--- src/rtl/mux_arbiter2_if.sv ---
// Bundle of request, data and registered output signals for mux_arbiter2.
interface mux_arbiter2_if #(
  parameter int W = 1
);
  logic [1:0]   req;
  logic [W-1:0] d0;
  logic [W-1:0] d1;
  logic [1:0]   gnt;
  logic         sel;
  logic [W-1:0] y;
  logic         y_valid;

  modport master (
    output req, d0, d1,
    input  gnt, sel, y, y_valid
  );

  modport slave (
    input  req, d0, d1,
    output gnt, sel, y, y_valid
  );
endinterface

--- src/rtl/mux_arbiter2.sv ---
// Round-robin arbiter for a shared 2:1 mux: one-hot grant with a bounded
// hold time per requester, registered select and registered mux output.
module mux_arbiter2 #(
  parameter int W        = 1,
  parameter int MAX_HOLD = 4
) (
  input logic          clk,
  input logic          reset,
  mux_arbiter2_if.slave bus
);

  localparam int CW = $clog2(MAX_HOLD) + 1;
  localparam logic [CW-1:0] HOLD_LAST = CW'(MAX_HOLD - 1);

  typedef enum logic [1:0] {IDLE, G0, G1} state_t;

  state_t        state_q, state_d;
  logic [CW-1:0] cnt_q, cnt_d;
  logic          last_q, last_d;
  logic          sel_q, sel_d;
  logic [1:0]    gnt_q, gnt_d;
  logic [W-1:0]  y_q;
  logic          y_valid_q;

  logic          enter;
  logic          enter_k;
  logic          cur_k;

  // Next state: every (re-)entry to a grant resets cnt and records last.
  always_comb begin
    state_d = state_q;
    cnt_d   = cnt_q;
    last_d  = last_q;
    sel_d   = sel_q;
    enter   = 1'b0;
    enter_k = 1'b0;
    cur_k   = (state_q == G1);
    case (state_q)
      IDLE: begin
        cnt_d = '0;
        case (bus.req)
          2'b01:   begin enter = 1'b1; enter_k = 1'b0;    end
          2'b10:   begin enter = 1'b1; enter_k = 1'b1;    end
          2'b11:   begin enter = 1'b1; enter_k = ~last_q; end
          default: ;
        endcase
      end
      G0, G1: begin
        if (!bus.req[cur_k] || cnt_q == HOLD_LAST) begin
          if (bus.req[~cur_k]) begin
            enter   = 1'b1;
            enter_k = ~cur_k;
          end else if (bus.req[cur_k]) begin
            enter   = 1'b1;
            enter_k = cur_k;
          end else begin
            state_d = IDLE;
            cnt_d   = '0;
          end
        end else begin
          cnt_d = cnt_q + CW'(1);
        end
      end
      default: begin
        state_d = IDLE;
        cnt_d   = '0;
      end
    endcase
    if (enter) begin
      state_d = enter_k ? G1 : G0;
      last_d  = enter_k;
      cnt_d   = '0;
      sel_d   = enter_k;
    end
    case (state_d)
      G0:      gnt_d = 2'b01;
      G1:      gnt_d = 2'b10;
      default: gnt_d = 2'b00;
    endcase
  end

  // Arbitration state and registered grant/select.
  always_ff @(posedge clk or negedge reset) begin
    if (!reset) begin
      state_q <= IDLE;
      cnt_q   <= '0;
      last_q  <= 1'b1;
      sel_q   <= 1'b0;
      gnt_q   <= 2'b00;
    end else begin
      state_q <= state_d;
      cnt_q   <= cnt_d;
      last_q  <= last_d;
      sel_q   <= sel_d;
      gnt_q   <= gnt_d;
    end
  end

  // Data path: registers the data of the requester granted last cycle.
  always_ff @(posedge clk or negedge reset) begin
    if (!reset) begin
      y_q       <= '0;
      y_valid_q <= 1'b0;
    end else begin
      if (gnt_q[1])      y_q <= bus.d1;
      else if (gnt_q[0]) y_q <= bus.d0;
      y_valid_q <= |gnt_q;
    end
  end

  assign bus.gnt     = gnt_q;
  assign bus.sel     = sel_q;
  assign bus.y       = y_q;
  assign bus.y_valid = y_valid_q;

endmodule

--- src/flat_wrapper.sv ---
// flat-port wrapper written by rule: the top's interface ports become plain ports
module mux_arbiter2_flat 
#(
  parameter int W        = 1,
  parameter int MAX_HOLD = 4
)
  (clk, reset, bus_req, bus_d0, bus_d1, bus_gnt, bus_sel, bus_y, bus_y_valid);
  mux_arbiter2_if #(.W(W)) bus_i ();
  input logic clk;
  input logic reset;
  input wire logic [$bits(bus_i.req)-1:0] bus_req;
  input wire logic [$bits(bus_i.d0)-1:0] bus_d0;
  input wire logic [$bits(bus_i.d1)-1:0] bus_d1;
  output wire logic [$bits(bus_i.gnt)-1:0] bus_gnt;
  output wire logic [$bits(bus_i.sel)-1:0] bus_sel;
  output wire logic [$bits(bus_i.y)-1:0] bus_y;
  output wire logic [$bits(bus_i.y_valid)-1:0] bus_y_valid;
  assign bus_i.req = bus_req;
  assign bus_i.d0 = bus_d0;
  assign bus_i.d1 = bus_d1;
  assign bus_gnt = bus_i.gnt;
  assign bus_sel = bus_i.sel;
  assign bus_y = bus_i.y;
  assign bus_y_valid = bus_i.y_valid;
  mux_arbiter2 #(.W(W), .MAX_HOLD(MAX_HOLD)) u_core (.clk(clk), .reset(reset), .bus(bus_i));
endmodule
--- config.mk ---
export PLATFORM = sky130hd
export DESIGN_NAME = mux_arbiter2_flat
export DESIGN_NICKNAME = d
export VERILOG_FILES = /design/src/rtl/mux_arbiter2_if.sv /design/src/rtl/mux_arbiter2.sv /design/src/flat_wrapper.sv
export SDC_FILE = /design/constraint.sdc
export NUM_CORES = 1
export LEC_CHECK = 0
export ABC_AREA = 1
export CORE_AREA = 2 2 39 41
export CTS_BUF_LIST = sky130_fd_sc_hd__clkbuf_4
export CTS_CLUSTER_SIZE = 12
export DETAILED_ROUTE_END_ITERATION = 7
export DIE_AREA = 0 0 41 43
export GPL_ROUTABILITY_DRIVEN = 1
export GPL_TIMING_DRIVEN = 0
export PLACE_DENSITY_LB_ADDON = 0.15
export SYNTH_ARGS = -nofsm -noshare
export SYNTH_HDL_FRONTEND = slang
export SYNTH_SLANG_ARGS = --single-unit
--- constraint.sdc ---
create_clock -name clk -period 2.1 [get_ports clk]
set_clock_uncertainty 0.2 [all_clocks]
set_input_delay 0.42 -clock clk [delete_from_list [all_inputs] [get_ports clk]]
set_output_delay 0.42 -clock clk [all_outputs]
set_load 0.01 [all_outputs]
After elaboration in Yosys (flattened, before gate mapping):

Cells that the tools add are included.

* mux-type cells: 28
* $lt $le $gt $ge: 2
* eq/ne operators: 10
* bitwise logic cells: 2
* reduce and logical (&&, ||, !) cells: 8
* add/subtract/negate cells: 1

Operators with widths (number)
* 3-bit 2-to-1 mux: 5
* 1-bit 2-to-1 mux: 13
* 2-bit 2-to-1 mux: 5
* 2-bit equality test (second input constant): 4
* 4-bit by 3-bit != test with 1-bit output (second input constant): 2
* 2-bit case mux with 2 select lines: 2
* 2-bit by 1-bit equality test with 1-bit output (second input constant): 3
* 1-bit case mux with 2 select lines: 3
* 1-bit by 2-bit less-than comparator with 1-bit output (second input constant): 2
* 2-bit OR reduction: 2
* 3-bit by 1-bit adder with 3-bit output (second input constant): 1
* 3-bit by 2-bit equality test with 1-bit output (second input constant): 1
* 3-bit OR reduction: 1
* 2-bit zero test: 1
* 1-bit inverter: 2
* 2-bit AND reduction: 1
* 2-bit nonzero test: 1
* 1-bit zero test: 1
* 1-bit logical OR: 1

* flip-flop bits (word level): 11
* input port bits: 6
* output and inout port bits: 5
* logic and storage cells: 58

Longest topological paths before layout:

Gate-level depths: netlist of run 1.

* word-level depth: 11
* mapped depth: 13
* depth with buffers taken out: 13

Worst setup path after synthesis of run 1:

No wires, ideal clock.

* kind: flip-flop to flip-flop
* start point: register u_core.cnt_q[0]
* end point: register u_core.gnt_q[1] (netlist: u_core.bus.gnt[1])
* slack: 0.424 ns
* arrival: 1.361 ns
* period minus slack after synthesis: 1.676 ns
* stages on the path, launching flop included: 10
* cells stage by stage: dfrtp_1 -> ha_1 -> ha_1 -> nand3b_1 -> nand3_1 -> nand2_1 -> nand2_1 -> inv_1 -> nor2_1 -> nor2_1

* longest elaborated chain between the ends: 8

Ends and longest elaborated chain
* start: declaration: RTL line mux_arbiter2.sv:18 `logic [CW-1:0] cnt_q, cnt_d;`
* start signal: assignment: RTL line mux_arbiter2.sv:92 `cnt_q <= cnt_d;`
* 3-bit by 2-bit equality test with 1-bit output *: RTL line mux_arbiter2.sv:49 `if (!bus.req[cur_k] || cnt_q == HOLD_LAST) begin`
* 1-bit logical OR *: RTL line mux_arbiter2.sv:49
* 1-bit 2-to-1 mux: RTL line mux_arbiter2.sv:49
* 1-bit case mux with 2 select lines: RTL line mux_arbiter2.sv:38 `case (state_q)`
* 2-bit 2-to-1 mux: RTL line mux_arbiter2.sv:70 `state_d = enter_k ? G1 : G0;`
* 2-bit 2-to-1 mux *: RTL line mux_arbiter2.sv:69 `if (enter) begin`
* 2-bit equality test or 2-bit by 1-bit equality test with 1-bit output (tied branches): RTL line mux_arbiter2.sv:75 `case (state_d)`
* 2-bit case mux with 2 select lines *: RTL line mux_arbiter2.sv:75
* named net u_core.gnt_d[1]: RTL line mux_arbiter2.sv:21 `logic [1:0] gnt_q, gnt_d;`
* end signal: assignment: RTL line mux_arbiter2.sv:95 `gnt_q <= gnt_d;`
* end: declaration: RTL line mux_arbiter2.sv:21

Mark *: on every way through the listed nets, which the timed path passes. The rest lies on a longest branch.
A chain may end at the register's enable or synchronous reset.

Final worst setup path of run 1:

* start point: register u_core.state_q[0]
* end point: register u_core.gnt_q[1] (netlist: u_core.bus.gnt[1])

* longest elaborated chain between the ends: 11

Ends and longest elaborated chain
* start: declaration: RTL line mux_arbiter2.sv:17 `state_t state_q, state_d;`
* start signal: assignment: RTL line mux_arbiter2.sv:91 `state_q <= state_d;`
* 2-bit equality test: RTL line mux_arbiter2.sv:37, mux_arbiter2.sv:38
* 1-bit 2-to-1 mux (not written as such) (2 in series): RTL line mux_arbiter2.sv:49, mux_arbiter2.sv:53
* 1-bit 2-to-1 mux or 1-bit zero test (tied branches): RTL line mux_arbiter2.sv:53, mux_arbiter2.sv:49
* 1-bit 2-to-1 mux or 1-bit logical OR (tied branches): RTL line mux_arbiter2.sv:50, mux_arbiter2.sv:49
* 1-bit 2-to-1 mux: RTL line mux_arbiter2.sv:49
* 1-bit case mux with 2 select lines: RTL line mux_arbiter2.sv:38
* 2-bit 2-to-1 mux: RTL line mux_arbiter2.sv:70
* 2-bit 2-to-1 mux *: RTL line mux_arbiter2.sv:69
* 2-bit equality test or 2-bit by 1-bit equality test with 1-bit output (tied branches): RTL line mux_arbiter2.sv:75
* 2-bit case mux with 2 select lines *: RTL line mux_arbiter2.sv:75
* named net u_core.gnt_d[1]: RTL line mux_arbiter2.sv:21

Mark *: on every way through the listed nets, which the timed path passes. The rest lies on a longest branch. The select of a mux whose other input is x is not followed.

==> summary.txt, run 1 <==
Hold path
  – Hold depth: 2
  – Min-delay worst type: flip-flop to flip-flop

Clock tree
  – CTS root buf: clkbuf_4
  – TritonCTS clock tree: built
  – H-tree Lvls: 1
  – CTS Buf Count: 3
  – Clk_lat worst skew: 270 ps
  – Clk buf depth: 2
  – Clock sink count: 11
  – Post-cts sizing count: 0
  – # hold bufs at CTS: 0
  – Total setup buffers inserted after CTS: 0
  – Clk slew on worst S/H paths: 70 ps

Finish
  – Antenna diodes: 0
  – Layout cell share with drive strength beyond 1: 14.2%
  – FF+latch area: 277 um2
  – P&R area growth vs syn: 21.5%
  – Post-layout util: 61.2%
  – Final net count: 119
  – Multi-input gate area: 364 um2
  – Non-Filler Instances: 122
  – FILL cells: 136

Logic synthesis
  – Yosys warning count: 0
  – Area of the mapped netlist: 697 um2
  – Area leader, netlist: dfrtp_1
  – Syn nets: 104
  – Register area share after synthesis: 39.7%
  – Syn avg cell area: 7.58 um2
  – Cells after Synth: 92
  – Synth top area share: 35.9%
  – Yosys cell types: 17
  – Synthesized flop and latch total: 11
  – Area contributors post-synth: dfrtp_1 36%, nand2_1 15%, ha_1 11%, inv_1 7.5%, nand3_1 5.7%

Power and ir drop
  – PnR Total Power: 1210 uW
  – P_leak: 0.000467 uW
  – Peak VDD IR: 769 uV
  – Power per standard cell area: 1430 nW/um2

Timing
  – Max-slew violations: 0
  – Tmin final: 1870 ps
  – Final Hold Viols: 0
  – Relative slew slack: 66.6%
  – Final setup viols: 0
  – Max frequency: 536 MHz
  – Final period util: 88.9%
  – Worst-Margin Slew: 500 ps
  – Final TNS setup: 0 ps
  – RSZ-0062 raised after global routing: false

Worst setup path
  – Crit. End Element: flip-flop
  – CP max FO: 4
  – Worst Setup Path Type: flip-flop to flip-flop
  – Arrival @ worst endpoint: 1830 ps
  – R2r worst-path depth: 11
  – Worst Setup Start Kind: flip-flop
  – Required time worst endpoint: 2070 ps

Drt
  – DRT iter0 DRCs: 5
  – Wire length on met3: 27 um
  – Vias: 596
  – Drt wl/cell: 11.1 um
  – Top layer reached by signal wires: met4
  – Remaining DRCs: 0
  – Drt total wl: 1360 um
  – Drt via density: 4.89
  – Met2 wire len: 686 um
  – DRT antenna net count: 0
  – Met1 Wirelength: 633 um
  – DRT Pass-1 Iters: 4

Run status
  – Status: complete, no violations

Floorplan
  – Rows: 14
  – CORE AREA: 1380 um2
  – Initial core utilization: 50.4%
  – Die W: 41 um
  – Die area: 1760 um2
  – Ports: 11
  – Die height: 43 um

Global routing
  – First-pass GRT wire length: 2390 um
  – Gr ovfl total: 0
  – Vias in the first global route: 607
  – Tot GR Track Use: 20.3%
  – Initial antenna violation count: 0
  – Largest net degree at the start of global routing: 12

Place
  – HPWL Detailed: 1110 um
  – IO Port Bufs: 10
  – Routability Congestion: 0.715
  – Inst Count DP: 118

Job
  – Maximum capacitance violations: 0
## where the power goes
part / switching, uW / internal [uW]
Combinational: 410 / 278
Sequential: 58.0 / 305
Clock: 74.6 / 86.5
## per-layer routing
| metal | vias up | global-route usage, % |
|---|---|---|
| met4 | 0 | 6.00 |
| li1 | 312 | - |
| met3 | 2 | 6.28 |
| met1 | 277 | 24.6 |
| met5 | - | 0 |
| met2 | 5 | 32.8 |
## cells by family after synthesis
| family | share of synthesized area (%) |
|---|---|
| compound gates | 3.95 |
| fa+ha+maj | 10.8 |
| buf+inv | 8.08 |
| flops | 39.7 |
| simple gates | 37.5 |
## worst paths after layout
path	from	to	slack, ps
setup reg to reg	u_core.state_q[0]	u_core.bus.gnt[1]	230
hold / removal	u_core.last_q	u_core.last_q	270
max in group asynchronous	reset	u_core.last_q	1060
min in group asynchronous	reset	u_core.cnt_q[1]	280
hold reg to reg	u_core.last_q	u_core.last_q	270
setup / recovery	u_core.state_q[0]	u_core.bus.gnt[1]	230
## Yosys cell counts (all sizes together)
master and n:
dfrtp 10, nand3 8, inv 15, ha 6, nor2 10, o221ai 1
o21ai 2, or2 1, nand2 35, a21oi 1, nand3b 1, dfstp 1
nand4 1
## worst max-delay path, stage by stage (launching register included)
cell,delay (ps)
dfrtp_1,420
inv_1,120
ha_1,220
inv_1,80
nand2_4,70
nand3b_1,140
nand3_1,100
nand2_1,70
nand2_1,150
inv_1,60
nor2_1,90
nor2_1,40
## state kept, by name (all words and copies together), names as in the netlist
name / flops
u_core.cnt_q: 3
u_core.state_q: 2
u_core.bus.y_valid: 1
u_core.last_q: 1
u_core.bus.gnt: 2
u_core.bus.y: 1
u_core.bus.sel: 1
## through the flow
step	cell area, um2	setup WS (ps)	hold slack, ps
global route	847	58.5	296
floorplan	697	424	-75.6
detailed placement	817	26.1	267
finish	847	233	274
CTS	847	233	278
global placement	817	47.0	258
## cell type report
| cell class | instances | share of cell area [%] |
|---|---|---|
| Multi-Input combinational cell | 66 | 43.0 |
| Sequential cell | 11 | 32.6 |
| Timing Repair Buffer | 10 | 11.8 |
| Inverter | 15 | 6.65 |
| Clock buffer | 4 | 3.55 |
| Tap cell | 16 | 2.36 |
## cell usage in the layout (no fill, tap or decap)
cell	instances
a21oi_1	1
clkbuf_4	4
dfstp_2	1
nand2_4	3
o21ai_0	1
ha_1	6
nand3_1	8
dfrtp_1	10
o221ai_1	1
o21ai_2	1
inv_2	1
inv_1	14
nand3b_1	1
nor2_1	10
clkdlybuf4s50_1	10
nand4_1	1
or2_2	1
nand2_2	4
nand2_1	28
No activity file was read; power rests on OpenSTA's default activity.
==> inputs of run 2 (changes only) <==
--- a/config.mk
+++ b/config.mk
@@ -6,11 +6,13 @@
 export NUM_CORES = 1
 export LEC_CHECK = 0
 export ABC_AREA = 1
-export CORE_AREA = 2 2 39 41
+export CELL_PAD_IN_SITES_DETAIL_PLACEMENT = 0
+export CELL_PAD_IN_SITES_GLOBAL_PLACEMENT = 1
+export CORE_MARGIN = 1.5
+export CORE_UTILIZATION = 39
 export CTS_BUF_LIST = sky130_fd_sc_hd__clkbuf_4
 export CTS_CLUSTER_SIZE = 12
 export DETAILED_ROUTE_END_ITERATION = 7
-export DIE_AREA = 0 0 41 43
 export GPL_ROUTABILITY_DRIVEN = 1
 export GPL_TIMING_DRIVEN = 0
 export PLACE_DENSITY_LB_ADDON = 0.15
==> run 2 against run 1 <==
Worst hold slack worse by 9.7 ps. Core utilization is 11 points lower. Combinational power is 3.9% lower. Register-to-register slack better by 20 ps. Non-clock buffer count stayed put. Via count is 4.2% lower. Sequential power hardly changed. Sequential share of layout area is 0.43 points lower. Cell area is 1.3% higher.
==> summary.txt, run 2 (same netlist as run 1, synthesis figures left out) <==
Finish
  – FILL cells: 170
  – Design Area, Final: 858 um2
  – Commonest non-fill, non-tap cells in the layout: 28 x nand2_1, 14 x inv_1, 10 x nor2_1, 10 x clkdlybuf4s50_1, 10 x dfrtp_1
  – Layout cell share with drive strength beyond 1: 14.2%
  – Post-layout util: 50.3%
  – Number of flip-flops in the largest register: 3
  – Final net count: 119
  – P&R area growth vs syn: 23.2%
  – Most common cell after layout, fill and taps aside: nand2_1
  – Antenna diodes: 0
  – Largest Register: u_core.cnt_q
  – Non-Filler Instances: 131

Floorplan
  – Ports: 11
  – Rows: 15
  – Die area: 2050 um2
  – Die height: 45.3 um
  – CORE AREA: 1710 um2
  – Initial core utilization: 40.8%
  – Die W: 45.3 um

Global routing
  – First-pass GRT wire length: 1970 um
  – Initial antenna violation count: 0
  – Vias in the first global route: 452
  – Tot GR Track Use: 13.6%
  – Largest net degree at the start of global routing: 12
  – Gr ovfl total: 0

Power and ir drop
  – P_leak: 0.000467 uW
  – Power per standard cell area: 1360 nW/um2
  – Peak VDD IR: 653 uV

Drt
  – DRT antenna net count: 0
  – DRT Pass-1 Iters: 4
  – DRT iter0 DRCs: 12
  – Drt total wl: 1170 um
  – Remaining DRCs: 0
  – Vias: 571
  – Drt wl/cell: 8.92 um
  – Drt via density: 4.36

Timing
  – Final period util: 88.1%
  – Final TNS setup: 0 ps
  – Worst-Margin Slew: 474 ps
  – Relative slew slack: 68.3%
  – Final WS setup: 250 ps
  – Max-slew violations: 0
  – Final Hold Viols: 0
  – Tmin final: 1850 ps
  – Max frequency: 541 MHz
  – RSZ-0062 raised after global routing: false
  – Final setup viols: 0

Run status
  – Status: complete, no violations

Clock tree
  – CTS root buf: clkbuf_4
  – H-tree Lvls: 1
  – Clock sink count: 11
  – Clk buf depth: 2
  – Clk slew on worst S/H paths: 60 ps
  – TritonCTS clock tree: built
  – Clk_lat worst skew: 260 ps
  – # hold bufs at CTS: 0
  – CTS Buf Count: 3
  – Total setup buffers inserted after CTS: 0
  – Post-cts sizing count: 0

Place
  – Post-DP Area: 828 um2
  – Routability Congestion: 0.700
  – Setup WS pre-CTS: 18.1 ps
  – IO Port Bufs: 10
  – Inst Count DP: 127
  – HPWL Detailed: 987 um

Worst setup path
  – Arrival @ worst endpoint: 1810 ps
  – Most used cell, CP: inv_1
  – Critical path buffers and inverters: 3
  – R2r worst-path depth: 11
  – Critical-path top delay cell: dfrtp_1
  – Crit. End Element: flip-flop
  – Delay-heaviest family, CP: simple AND/OR/NAND/NOR gates
  – Required time worst endpoint: 2060 ps
  – Worst Setup Start Kind: flip-flop
  – WP depth: 11
  – Crit-path cells: inv_1 -> ha_1 -> inv_1 -> nand2_4 -> nand3b_1 -> nand3_1 -> nand2_1 -> nand2_1 -> inv_1 -> nor2_1 -> nor2_1
  – Critical Path Max Stage Delay: 410 ps
  – Worst Setup Path Type: flip-flop to flip-flop
  – CP max FO: 4

Hold path
  – Min-delay worst type: flip-flop to flip-flop
  – Hold depth: 2

Job
  – Maximum capacitance violations: 0
-- run 2: cell counts in the layout (fill, tap and decap cells not counted) --
Identical to the previous run, type by type.
-- run 2: power by group --
group	total (uW)	internal [uW]	switching, uW	leakage [uW]
sequential	360	306	54.8	0.000138
combinational	661	276	385	0.000310
clock	149	86.3	63.2	0.0000184
-- run 2: cell type report --
| type | instances | area, um2 | area share [%] |
|---|---|---|---|
| clock buffers | 4 | 30.0 | 3.50 |
| inverters | 15 | 56.3 | 6.56 |
| repair buffers | 10 | 100 | 11.7 |
| multi-input cells | 66 | 364 | 42.4 |
| well taps | 25 | 31.3 | 3.64 |
| flip-flops and latches | 11 | 277 | 32.2 |
-- run 2: routing by layer --
metal / up-vias / routed length, um / GRT usage [%]
met3: 0 / 47 / 7.20
met4: 0 / 0 / 1.76
met5: - / 0 / 0
met1: 251 / 603 / 19.0
met2: 8 / 517 / 19.1
li1: 312 / - / -
-- run 2: path summary, 6_finish.rpt --
path	startpoint	end	slack, ps
min	u_core.last_q	u_core.last_q	260
max in group asynchronous	reset	u_core.last_q	1070
max	u_core.state_q[0]	u_core.bus.gnt[1]	250
max reg2reg	u_core.state_q[0]	u_core.bus.gnt[1]	250
min in group asynchronous	reset	u_core.bus.sel	280
min reg2reg	u_core.last_q	u_core.last_q	260
-- run 2: tightest hold or removal path: stages (launching register included) --
cell     delay (ps)
dfstp_2         370
nand2_1          50
nand2_1          40
-- run 2: through the flow --
step | power (uW) | hold WS, ps
2_1_floorplan | 840 | -75.6
3_3_place_gp | 1030 | 257
3_5_place_dp | 1040 | 259
4_1_cts | 1190 | 269
5_1_grt | 1300 | 296
6_report | 1170 | 265
==> inputs of run 3 (changes only) <==
--- a/config.mk
+++ b/config.mk
@@ -19,3 +19,4 @@
 export SYNTH_ARGS = -nofsm -noshare
 export SYNTH_HDL_FRONTEND = slang
 export SYNTH_SLANG_ARGS = --single-unit
+export TNS_END_PERCENT = 10
==> results of run 3 <==
The final DEF is identical to that of run 2; final timing and power are the same.
